## src/rtl/multicycle_controller_if.sv

```systemverilog
// Control bundle between the multicycle FSM and the RV32 datapath.
// master = controller side, slave = datapath side.
interface multicycle_controller_if #(
    parameter int INSTRET_W = 32
);
    logic [6:0]           op_i;
    logic                 zero_i;
    logic                 mem_ready_i;
    logic                 mem_req_o;
    logic                 mem_we_o;
    logic                 adr_src_o;
    logic                 ir_write_o;
    logic                 pc_write_o;
    logic                 reg_write_o;
    logic [1:0]           alu_src_a_o;
    logic [1:0]           alu_src_b_o;
    logic [1:0]           alu_op_o;
    logic [1:0]           result_src_o;
    logic [2:0]           imm_src_o;
    logic                 instr_done_o;
    logic                 illegal_o;
    logic [INSTRET_W-1:0] instret_o;

    modport master (
        input  op_i, zero_i, mem_ready_i,
        output mem_req_o, mem_we_o, adr_src_o, ir_write_o, pc_write_o, reg_write_o,
               alu_src_a_o, alu_src_b_o, alu_op_o, result_src_o, imm_src_o,
               instr_done_o, illegal_o, instret_o
    );

    modport slave (
        output op_i, zero_i, mem_ready_i,
        input  mem_req_o, mem_we_o, adr_src_o, ir_write_o, pc_write_o, reg_write_o,
               alu_src_a_o, alu_src_b_o, alu_op_o, result_src_o, imm_src_o,
               instr_done_o, illegal_o, instret_o
    );
endinterface

```

## src/rtl/multicycle_controller.sv

```systemverilog
// Moore control FSM for a shared-memory multicycle RV32 datapath, with a
// retired-instruction counter. Outputs decode from state (and ready/zero/op).
module multicycle_controller #(
    parameter int INSTRET_W = 32
) (
    input  logic                   clk_i,
    input  logic                   rst_i,
    multicycle_controller_if.master bus
);
    localparam logic [6:0] OP_LOAD  = 7'b0000011;
    localparam logic [6:0] OP_STORE = 7'b0100011;
    localparam logic [6:0] OP_R     = 7'b0110011;
    localparam logic [6:0] OP_I     = 7'b0010011;
    localparam logic [6:0] OP_BEQ   = 7'b1100011;
    localparam logic [6:0] OP_JAL   = 7'b1101111;
    localparam logic [6:0] OP_JALR  = 7'b1100111;
    localparam logic [6:0] OP_LUI   = 7'b0110111;

    typedef enum logic [3:0] {
        S_FETCH, S_DECODE, S_MEMADR, S_MEMREAD, S_MEMWB, S_MEMWRITE,
        S_EXECR, S_EXECI, S_ALUWB, S_BEQ, S_JAL, S_JALR, S_JALR_LINK,
        S_LUI, S_TRAP
    } state_t;

    state_t               r_state;
    logic [INSTRET_W-1:0] r_instret;

    logic       w_mem_req, w_mem_we, w_adr_src, w_ir_write, w_pc_write, w_reg_write;
    logic [1:0] w_src_a, w_src_b, w_alu_op, w_result_src;
    logic [2:0] w_imm_src;
    logic       w_done, w_illegal;

    always_ff @(posedge clk_i) begin
        if (rst_i) begin
            r_state <= S_FETCH;
        end else begin
            case (r_state)
                S_FETCH:     if (bus.mem_ready_i) r_state <= S_DECODE;
                S_DECODE: begin
                    case (bus.op_i)
                        OP_LOAD, OP_STORE: r_state <= S_MEMADR;
                        OP_R:              r_state <= S_EXECR;
                        OP_I:              r_state <= S_EXECI;
                        OP_BEQ:            r_state <= S_BEQ;
                        OP_JAL:            r_state <= S_JAL;
                        OP_JALR:           r_state <= S_JALR;
                        OP_LUI:            r_state <= S_LUI;
                        default:           r_state <= S_TRAP;
                    endcase
                end
                S_MEMADR:    r_state <= (bus.op_i == OP_LOAD) ? S_MEMREAD : S_MEMWRITE;
                S_MEMREAD:   if (bus.mem_ready_i) r_state <= S_MEMWB;
                S_MEMWB:     r_state <= S_FETCH;
                S_MEMWRITE:  if (bus.mem_ready_i) r_state <= S_FETCH;
                S_EXECR,
                S_EXECI,
                S_LUI:       r_state <= S_ALUWB;
                S_ALUWB:     r_state <= S_FETCH;
                S_BEQ:       r_state <= S_FETCH;
                S_JAL:       r_state <= S_ALUWB;
                S_JALR:      r_state <= S_JALR_LINK;
                S_JALR_LINK: r_state <= S_ALUWB;
                S_TRAP:      r_state <= S_TRAP;
                default:     r_state <= S_FETCH;
            endcase
        end
    end

    always_ff @(posedge clk_i) begin
        if (rst_i)       r_instret <= '0;
        else if (w_done) r_instret <= r_instret + INSTRET_W'(1);
    end

    // Immediate format depends only on the opcode, independent of state.
    always_comb begin
        w_imm_src = 3'b000;
        case (bus.op_i)
            OP_STORE: w_imm_src = 3'b001;
            OP_BEQ:   w_imm_src = 3'b010;
            OP_JAL:   w_imm_src = 3'b011;
            OP_LUI:   w_imm_src = 3'b100;
            default:  w_imm_src = 3'b000;
        endcase
    end

    always_comb begin
        w_mem_req    = 1'b0;
        w_mem_we     = 1'b0;
        w_adr_src    = 1'b0;
        w_ir_write   = 1'b0;
        w_pc_write   = 1'b0;
        w_reg_write  = 1'b0;
        w_src_a      = 2'b00;
        w_src_b      = 2'b00;
        w_alu_op     = 2'b00;
        w_result_src = 2'b00;
        w_done       = 1'b0;
        w_illegal    = 1'b0;
        if (rst_i) begin
            // Reset overrides whatever state is held: FETCH selects, no strobes.
            w_src_b      = 2'b10;
            w_result_src = 2'b10;
        end else begin
            case (r_state)
                S_FETCH: begin
                    w_mem_req    = 1'b1;
                    w_src_b      = 2'b10;
                    w_result_src = 2'b10;
                    w_ir_write   = bus.mem_ready_i;
                    w_pc_write   = bus.mem_ready_i;
                end
                S_DECODE: begin
                    w_src_a = 2'b01;
                    w_src_b = 2'b01;
                end
                S_MEMADR, S_JALR: begin
                    w_src_a = 2'b10;
                    w_src_b = 2'b01;
                end
                S_MEMREAD: begin
                    w_mem_req = 1'b1;
                    w_adr_src = 1'b1;
                end
                S_MEMWB: begin
                    w_result_src = 2'b01;
                    w_reg_write  = 1'b1;
                    w_done       = 1'b1;
                end
                S_MEMWRITE: begin
                    w_mem_req = 1'b1;
                    w_mem_we  = 1'b1;
                    w_adr_src = 1'b1;
                    w_done    = bus.mem_ready_i;
                end
                S_EXECR: begin
                    w_src_a  = 2'b10;
                    w_alu_op = 2'b10;
                end
                S_EXECI: begin
                    w_src_a  = 2'b10;
                    w_src_b  = 2'b01;
                    w_alu_op = 2'b10;
                end
                S_LUI: begin
                    w_src_b  = 2'b01;
                    w_alu_op = 2'b11;
                end
                S_ALUWB: begin
                    w_reg_write = 1'b1;
                    w_done      = 1'b1;
                end
                S_BEQ: begin
                    w_src_a    = 2'b10;
                    w_alu_op   = 2'b01;
                    w_pc_write = bus.zero_i;
                    w_done     = 1'b1;
                end
                // PC takes the target held in ALUOut while the ALU forms OldPC+4.
                S_JAL, S_JALR_LINK: begin
                    w_src_a    = 2'b01;
                    w_src_b    = 2'b10;
                    w_pc_write = 1'b1;
                end
                S_TRAP:  w_illegal = 1'b1;
                default: w_illegal = 1'b0;
            endcase
        end
    end

    assign bus.mem_req_o    = w_mem_req;
    assign bus.mem_we_o     = w_mem_we;
    assign bus.adr_src_o    = w_adr_src;
    assign bus.ir_write_o   = w_ir_write;
    assign bus.pc_write_o   = w_pc_write;
    assign bus.reg_write_o  = w_reg_write;
    assign bus.alu_src_a_o  = w_src_a;
    assign bus.alu_src_b_o  = w_src_b;
    assign bus.alu_op_o     = w_alu_op;
    assign bus.result_src_o = w_result_src;
    assign bus.imm_src_o    = w_imm_src;
    assign bus.instr_done_o = w_done;
    assign bus.illegal_o    = w_illegal;
    assign bus.instret_o    = r_instret;
endmodule

```

## src/flat_wrapper.sv

```systemverilog
// flat-port wrapper written by rule: the top's interface ports become plain ports
module multicycle_controller_flat 
#(
    parameter int INSTRET_W = 32
)
  (clk_i, rst_i, bus_op_i, bus_zero_i, bus_mem_ready_i, bus_mem_req_o, bus_mem_we_o, bus_adr_src_o, bus_ir_write_o, bus_pc_write_o, bus_reg_write_o, bus_alu_src_a_o, bus_alu_src_b_o, bus_alu_op_o, bus_result_src_o, bus_imm_src_o, bus_instr_done_o, bus_illegal_o, bus_instret_o);
  multicycle_controller_if #(.INSTRET_W(INSTRET_W)) bus_i ();
  input  logic clk_i;
  input  logic rst_i;
  input wire logic [$bits(bus_i.op_i)-1:0] bus_op_i;
  input wire logic [$bits(bus_i.zero_i)-1:0] bus_zero_i;
  input wire logic [$bits(bus_i.mem_ready_i)-1:0] bus_mem_ready_i;
  output wire logic [$bits(bus_i.mem_req_o)-1:0] bus_mem_req_o;
  output wire logic [$bits(bus_i.mem_we_o)-1:0] bus_mem_we_o;
  output wire logic [$bits(bus_i.adr_src_o)-1:0] bus_adr_src_o;
  output wire logic [$bits(bus_i.ir_write_o)-1:0] bus_ir_write_o;
  output wire logic [$bits(bus_i.pc_write_o)-1:0] bus_pc_write_o;
  output wire logic [$bits(bus_i.reg_write_o)-1:0] bus_reg_write_o;
  output wire logic [$bits(bus_i.alu_src_a_o)-1:0] bus_alu_src_a_o;
  output wire logic [$bits(bus_i.alu_src_b_o)-1:0] bus_alu_src_b_o;
  output wire logic [$bits(bus_i.alu_op_o)-1:0] bus_alu_op_o;
  output wire logic [$bits(bus_i.result_src_o)-1:0] bus_result_src_o;
  output wire logic [$bits(bus_i.imm_src_o)-1:0] bus_imm_src_o;
  output wire logic [$bits(bus_i.instr_done_o)-1:0] bus_instr_done_o;
  output wire logic [$bits(bus_i.illegal_o)-1:0] bus_illegal_o;
  output wire logic [$bits(bus_i.instret_o)-1:0] bus_instret_o;
  assign bus_i.op_i = bus_op_i;
  assign bus_i.zero_i = bus_zero_i;
  assign bus_i.mem_ready_i = bus_mem_ready_i;
  assign bus_mem_req_o = bus_i.mem_req_o;
  assign bus_mem_we_o = bus_i.mem_we_o;
  assign bus_adr_src_o = bus_i.adr_src_o;
  assign bus_ir_write_o = bus_i.ir_write_o;
  assign bus_pc_write_o = bus_i.pc_write_o;
  assign bus_reg_write_o = bus_i.reg_write_o;
  assign bus_alu_src_a_o = bus_i.alu_src_a_o;
  assign bus_alu_src_b_o = bus_i.alu_src_b_o;
  assign bus_alu_op_o = bus_i.alu_op_o;
  assign bus_result_src_o = bus_i.result_src_o;
  assign bus_imm_src_o = bus_i.imm_src_o;
  assign bus_instr_done_o = bus_i.instr_done_o;
  assign bus_illegal_o = bus_i.illegal_o;
  assign bus_instret_o = bus_i.instret_o;
  multicycle_controller #(.INSTRET_W(INSTRET_W)) u_core (.clk_i(clk_i), .rst_i(rst_i), .bus(bus_i));
endmodule
```

## config.mk

```make
export PLATFORM = sky130hd
export DESIGN_NAME = multicycle_controller_flat
export DESIGN_NICKNAME = d
export VERILOG_FILES = /design/src/rtl/multicycle_controller_if.sv /design/src/rtl/multicycle_controller.sv /design/src/flat_wrapper.sv
export SDC_FILE = /design/constraint.sdc
export NUM_CORES = 1
export LEC_CHECK = 0
export BUFFER_PORTS_ARGS = -buffer_cell sky130_fd_sc_hd__buf_4
export CORE_ASPECT_RATIO = 1.25
export CORE_MARGIN = 2
export CORE_UTILIZATION = 50
export CTS_BUF_LIST = sky130_fd_sc_hd__clkbuf_8
export DETAILED_ROUTE_END_ITERATION = 12
export GPL_TIMING_DRIVEN = 1
export HOLD_SLACK_MARGIN = 0.03
export PLACE_DENSITY_LB_ADDON = 0.2
export REMOVE_ABC_BUFFERS = 1
export SLEW_MARGIN = 30
export SYNTH_ARGS = -nofsm -noshare
export SYNTH_HDL_FRONTEND = slang
export SYNTH_SLANG_ARGS = --single-unit
```

## constraint.sdc

```tcl
create_clock -name clk_i -period 4.6 [get_ports clk_i]
set_input_delay 0.69 -clock clk_i [delete_from_list [all_inputs] [get_ports clk_i]]
set_output_delay 0.69 -clock clk_i [all_outputs]
set_load 0.005 [all_outputs]
```

# == Word-level counts from Yosys, hierarchy flattened ==
# Cells that the tools add are included.
# classes
n_addsub,1
eq_ne,25
muxes,31
n_reduce_logical,14
# op_table
operator,count
$add A32 B1 Y32 const B,1
$pmux W4 S8,1
$eq A4 B4 Y1 const B,7
$pmux W4 S7,1
$eq A7 B6 Y1 const B,3
$eq A7 B7 Y1 const B,3
$eq A4 B3 Y1 const B,4
$reduce_or A5 Y1,3
$mux W1,14
$mux W4,3
$pmux W2 S2,3
$pmux W3 S4,1
$reduce_or A3 Y1,4
$reduce_or A2 Y1,5
$eq A4 B2 Y1 const B,2
$mux W2,4
$eq A7 B2 Y1 const B,1
$eq A7 B5 Y1 const B,1
$ne A2 B2 Y1 const B,3
$pmux W2 S3,1
$eq A4 B1 Y1 const B,1
$logic_not A4 Y1,1
$mux W3,1
$pmux W1 S3,1
2 further kinds,2
# word_totals
regBits,36

# == Depth between registers and ports, before layout ==
# depth
word_depth,4
ltp_mapped,7
mapped_depth_nobuf,6

# == Worst setup path after synthesis ==
# No wires, ideal clock.
# synth_path
path_kind,input to register
startpoint,input port rst_i
endpoint,register u_core.r_instret[27] (netlist: u_core.bus.instret_o[27])
setup_ns,0.071
t_arrival_ns,2.127
slack_ns,2.403
cell_stages,5
path_buffers,0
path_cell_list,and3b_1 -> nand3_1 -> or4_4 -> or4_1 -> a21oi_1
# synth_via
elab_chain_len,1
# synth_lines
item,line_no,text
from (decl),flat_wrapper.sv:9,input logic rst_i;
$mux W1,multicycle_controller.sv:99,if (rst_i) begin
to (signal assigned),multicycle_controller.sv:71,else if (w_done) r_instret <= r_instret + INSTRET_W'(1);
to (decl),multicycle_controller.sv:26,logic [INSTRET_W-1:0] r_instret;
# Parallel ways exist; a longest one is shown, timed or not.
# A chain may end at the register's enable or synchronous reset.

# == Worst setup path after layout ==
# layout_path
startpoint,register u_core.r_state[1]
endpoint,output port bus_pc_write_o
# layout_via
elab_chain_len,4
# layout_lines
item,line_no,text
from (decl),multicycle_controller.sv:25,state_t r_state;
from (signal assigned),multicycle_controller.sv:51,S_MEMADR: r_state <= (bus.op_i == OP_LOAD) ? S_MEMREAD : S_MEMWRITE;
$eq A4 B4 Y1,multicycle_controller.sv:104,case (r_state)
$reduce_or A2 Y1,multicycle_controller.sv:104,
$pmux W1 S3 *,multicycle_controller.sv:104,
$mux W1 *,multicycle_controller.sv:99,
to (decl),flat_wrapper.sv:17,output wire logic [$bits(bus_i.pc_write_o)-1:0] bus_pc_write_o;
# Mark *: on every way between the ends. The rest lies on a longest branch, timed or not.

==> impl_metrics.env <==
export IMPL_ys_warn_count=0
export IMPL_leakage_nw=1.05
export IMPL_fin_crit_ns=2.76
export IMPL_firstDrtPassIters=6
export IMPL_vias=2394
export IMPL_ctsHoldBuffers=0
export IMPL_pwr_share_seq_pct=47.8
export IMPL_synth_area_um2=2300
export IMPL_pwr_share_comb_pct=20.5
export IMPL_place_gp_congestion=0.832
export IMPL_synth_top_cell_by_area="dfxtp_1"
export IMPL_slew_violations=0
export IMPL_drt_iter0_markers=124
export IMPL_die_w_um=64.7
export IMPL_fin_skew_ns=0.00522
export IMPL_post_cts_setup_buffer_count=0
export IMPL_syn_avg_cell_area_um2=7.54
export IMPL_p_sw_share_pct=30.7
export IMPL_worst_pin_slew_ns=0.830
export IMPL_drive_above_1_share_pct=21.0
export IMPL_ctsResizeCount=0
export IMPL_via_per_inst=5.77
export IMPL_fin_area_um2=2850
export IMPL_switchingPower_uw=224
export IMPL_die_h_um=79.8
export IMPL_finalHoldViolCount=0
export IMPL_multi_input_area_um2=1480
export IMPL_track_usage_pct=23.0
export IMPL_clk_latency_ns=0.29
export IMPL_slew_headroom_pct=44.6
export IMPL_tns_ns=0
export IMPL_nFillCells=418
export IMPL_cp_max_fo=23
export IMPL_numCtsBuffers=5
export IMPL_nNetsFinal=368
export IMPL_ys_ff_latch=36
export IMPL_dpl_hpwl_um=4110
export IMPL_ir_worst_vdd_uv=131
export IMPL_antenna_cells=0
export IMPL_post_place_ws_ns=1.94
export IMPL_clockBufferDepth=2
export IMPL_area_delta_synth_final_pct=23.8
export IMPL_cap_violations=0
export IMPL_critical_path_class="reg -> out"
export IMPL_ios=62
export IMPL_holdPathStages=2
export IMPL_ys_types=50
export IMPL_setup_ws_ns=1.84
export IMPL_ys_seq_area_share_pct=31.3
export IMPL_routedWlPerCell_um=14.1
export IMPL_drt_antenna_violating_nets=0
export IMPL_fmaxAchievable_mhz=362
export IMPL_reg2regPathDepth=5
export IMPL_grt_overflow=0
export IMPL_cp_required_ns=3.91
export IMPL_cellPowerDensity_nw_per_um2=256
export IMPL_syn_instance_count=305
export IMPL_row_count=27
export IMPL_portBuffers=61
export IMPL_worst_setup_path_end_kind="output pin"
export IMPL_clkSlewWorstSetupHoldPaths_ns=0.07
export IMPL_intPower_uw=505
export IMPL_yosys_top_cells_count="nor2_1, dfxtp_1, nand2_1"
export IMPL_synth_area_leaders="dfxtp_1, xnor2_1, nor2_1"
export IMPL_clockRootBuffer="clkbuf_8"
export IMPL_grt_pass1_vias=2149
export IMPL_yosysMostFrequentCell="nor2_1"
export IMPL_antenna_found_initial=0
export IMPL_ys_async_sr_fraction_pct=0
export IMPL_setup_viol=0
export IMPL_place_area_um2=2760
export IMPL_crit_arrival_ns=2.07
export IMPL_core_um2=4430
export IMPL_initial_core_util_pct=52.0
export IMPL_netlist_area_leader_share_pct=31.3
export IMPL_start_kind="flip-flop"
export IMPL_ff_latch_area_um2=721
export IMPL_rsz0062_at_grt="no"
export IMPL_cts_tree="yes"
export IMPL_status="finished, final reports clean"
export IMPL_drc=0
export IMPL_synth_edf_count=0
export IMPL_dieArea_um2=5160
export IMPL_cts_sink_count=36
export IMPL_grt_max_degree=49
export IMPL_grt_pass1_wl_um=9520
export IMPL_hold_path_class="reg -> reg"
export IMPL_htreeDepth=2
export IMPL_wirelength_um=5860
export IMPL_period_share_pct=60.0
export IMPL_ys_flop_type="dfxtp_1"
export IMPL_pwr_share_clk_pct=31.7
==> worst paths after layout <==
kind | from | endpoint | slack [ns]
setup / recovery | u_core.r_state[1]$_SDFFE_PP0P_ | bus_pc_write_o | 1.84
hold / removal | u_core.bus.instret_o[31]$_SDFFE_PP0P_ | u_core.bus.instret_o[31]$_SDFFE_PP0P_ | 0.48
setup reg to reg | u_core.r_state[2]$_SDFFE_PP0P_ | u_core.bus.instret_o[29]$_SDFFE_PP0P_ | 2.10
hold reg to reg | u_core.bus.instret_o[31]$_SDFFE_PP0P_ | u_core.bus.instret_o[31]$_SDFFE_PP0P_ | 0.48
==> sequential cells by signal, indices dropped and copies added, names as in the netlist <==
register              flops
u_core.r_state            4
u_core.bus.instret_o     32
==> final cells by class <==
class	count	area share, %
multi-input cells	245	52.0
flip-flops and latches	36	25.3
repair buffers	61	16.1
clock buffers	6	2.90
well taps	58	2.55
inverters	7	0.922
clock inverters	2	0.264
==> kinds of logic after synthesis <==
logic type,Yosys count,share of synthesized area [%]
AO/OA/AOI/OAI,52,14.3
AND/OR/NAND/NOR,167,40.0
flip-flops,36,31.3
buffers and inverters,24,4.30
adder cells (fa/ha/maj),1,0.544
XOR/XNOR,24,9.14
multiplexers,1,0.435
==> per-layer routing <==
layer  part of all wire, %  vias to the layer above  track usage (%)  wire [um]
li1                      -                     1212                -          -
met1                    43                     1103             27.0       2490
met2                    51                       70             41.3       2990
met3                   4.4                        9             2.96        257
met4                   1.9                        0             10.2        114
met5                     0                        -                0          0
==> placed cells by master, fill, tap and decap left out, types with 2 or more instances in the layout <==
cell       Yosys  layout
a2111oi_0      2       2
a21oi_1       22      22
and3_1         5       5
and3b_1        2       2
and4_1         6       6
buf_4          0      61
clkbuf_8       0       6
dfxtp_1       36      36
inv_1          6       8
nand2_1       29      29
nand2b_1       4       4
nand3_1       12      12
nand3b_1       3       3
nand4_1       11      11
nor2_1        43      43
nor2b_1        5       5
nor3_1        13      13
nor3b_1        2       2
nor4_1         8       8
nor4b_1        4       4
o21ai_0       11      11
o221ai_1       2       2
o31ai_1        4       4
o41ai_1        2       2
or3_1          7       7
or3b_2         2       2
or4_1          4       4
xnor2_1       21      21
xor2_1         3       3
==> stage by stage <==
step / cells / hold WS (ns) / power [mW] / util [%]
2_1_floorplan: 288 / 0.468 / 0.438 / -
3_3_place_gp: 407 / 0.469 / 0.502 / 62.3
3_5_place_dp: 407 / 0.481 / 0.504 / 62.3
4_1_cts: 415 / 0.490 / 0.730 / 64.4
5_1_grt: 415 / 0.523 / 0.760 / 64.4
6_report: 415 / 0.483 / 0.728 / 64.4
==> worst max-delay path, stage by stage, from the launching register on <==
cell and delay, ns:
dfxtp_1 0.87, nor2_1 0.28, nand3_1 0.15, o21ai_0 0.09, a31o_2 0.27, buf_4 0.13
==> power groups by stage <==
stage	Sequential (mW)	Combinational [mW]	Clock, mW
finish	0.348	0.150	0.231
global route	0.352	0.168	0.241
CTS	0.348	0.150	0.233
detailed placement	0.355	0.149	0
global placement	0.354	0.148	0
floorplan	0.347	0.0910	0
(Power assumes the default switching activity.)
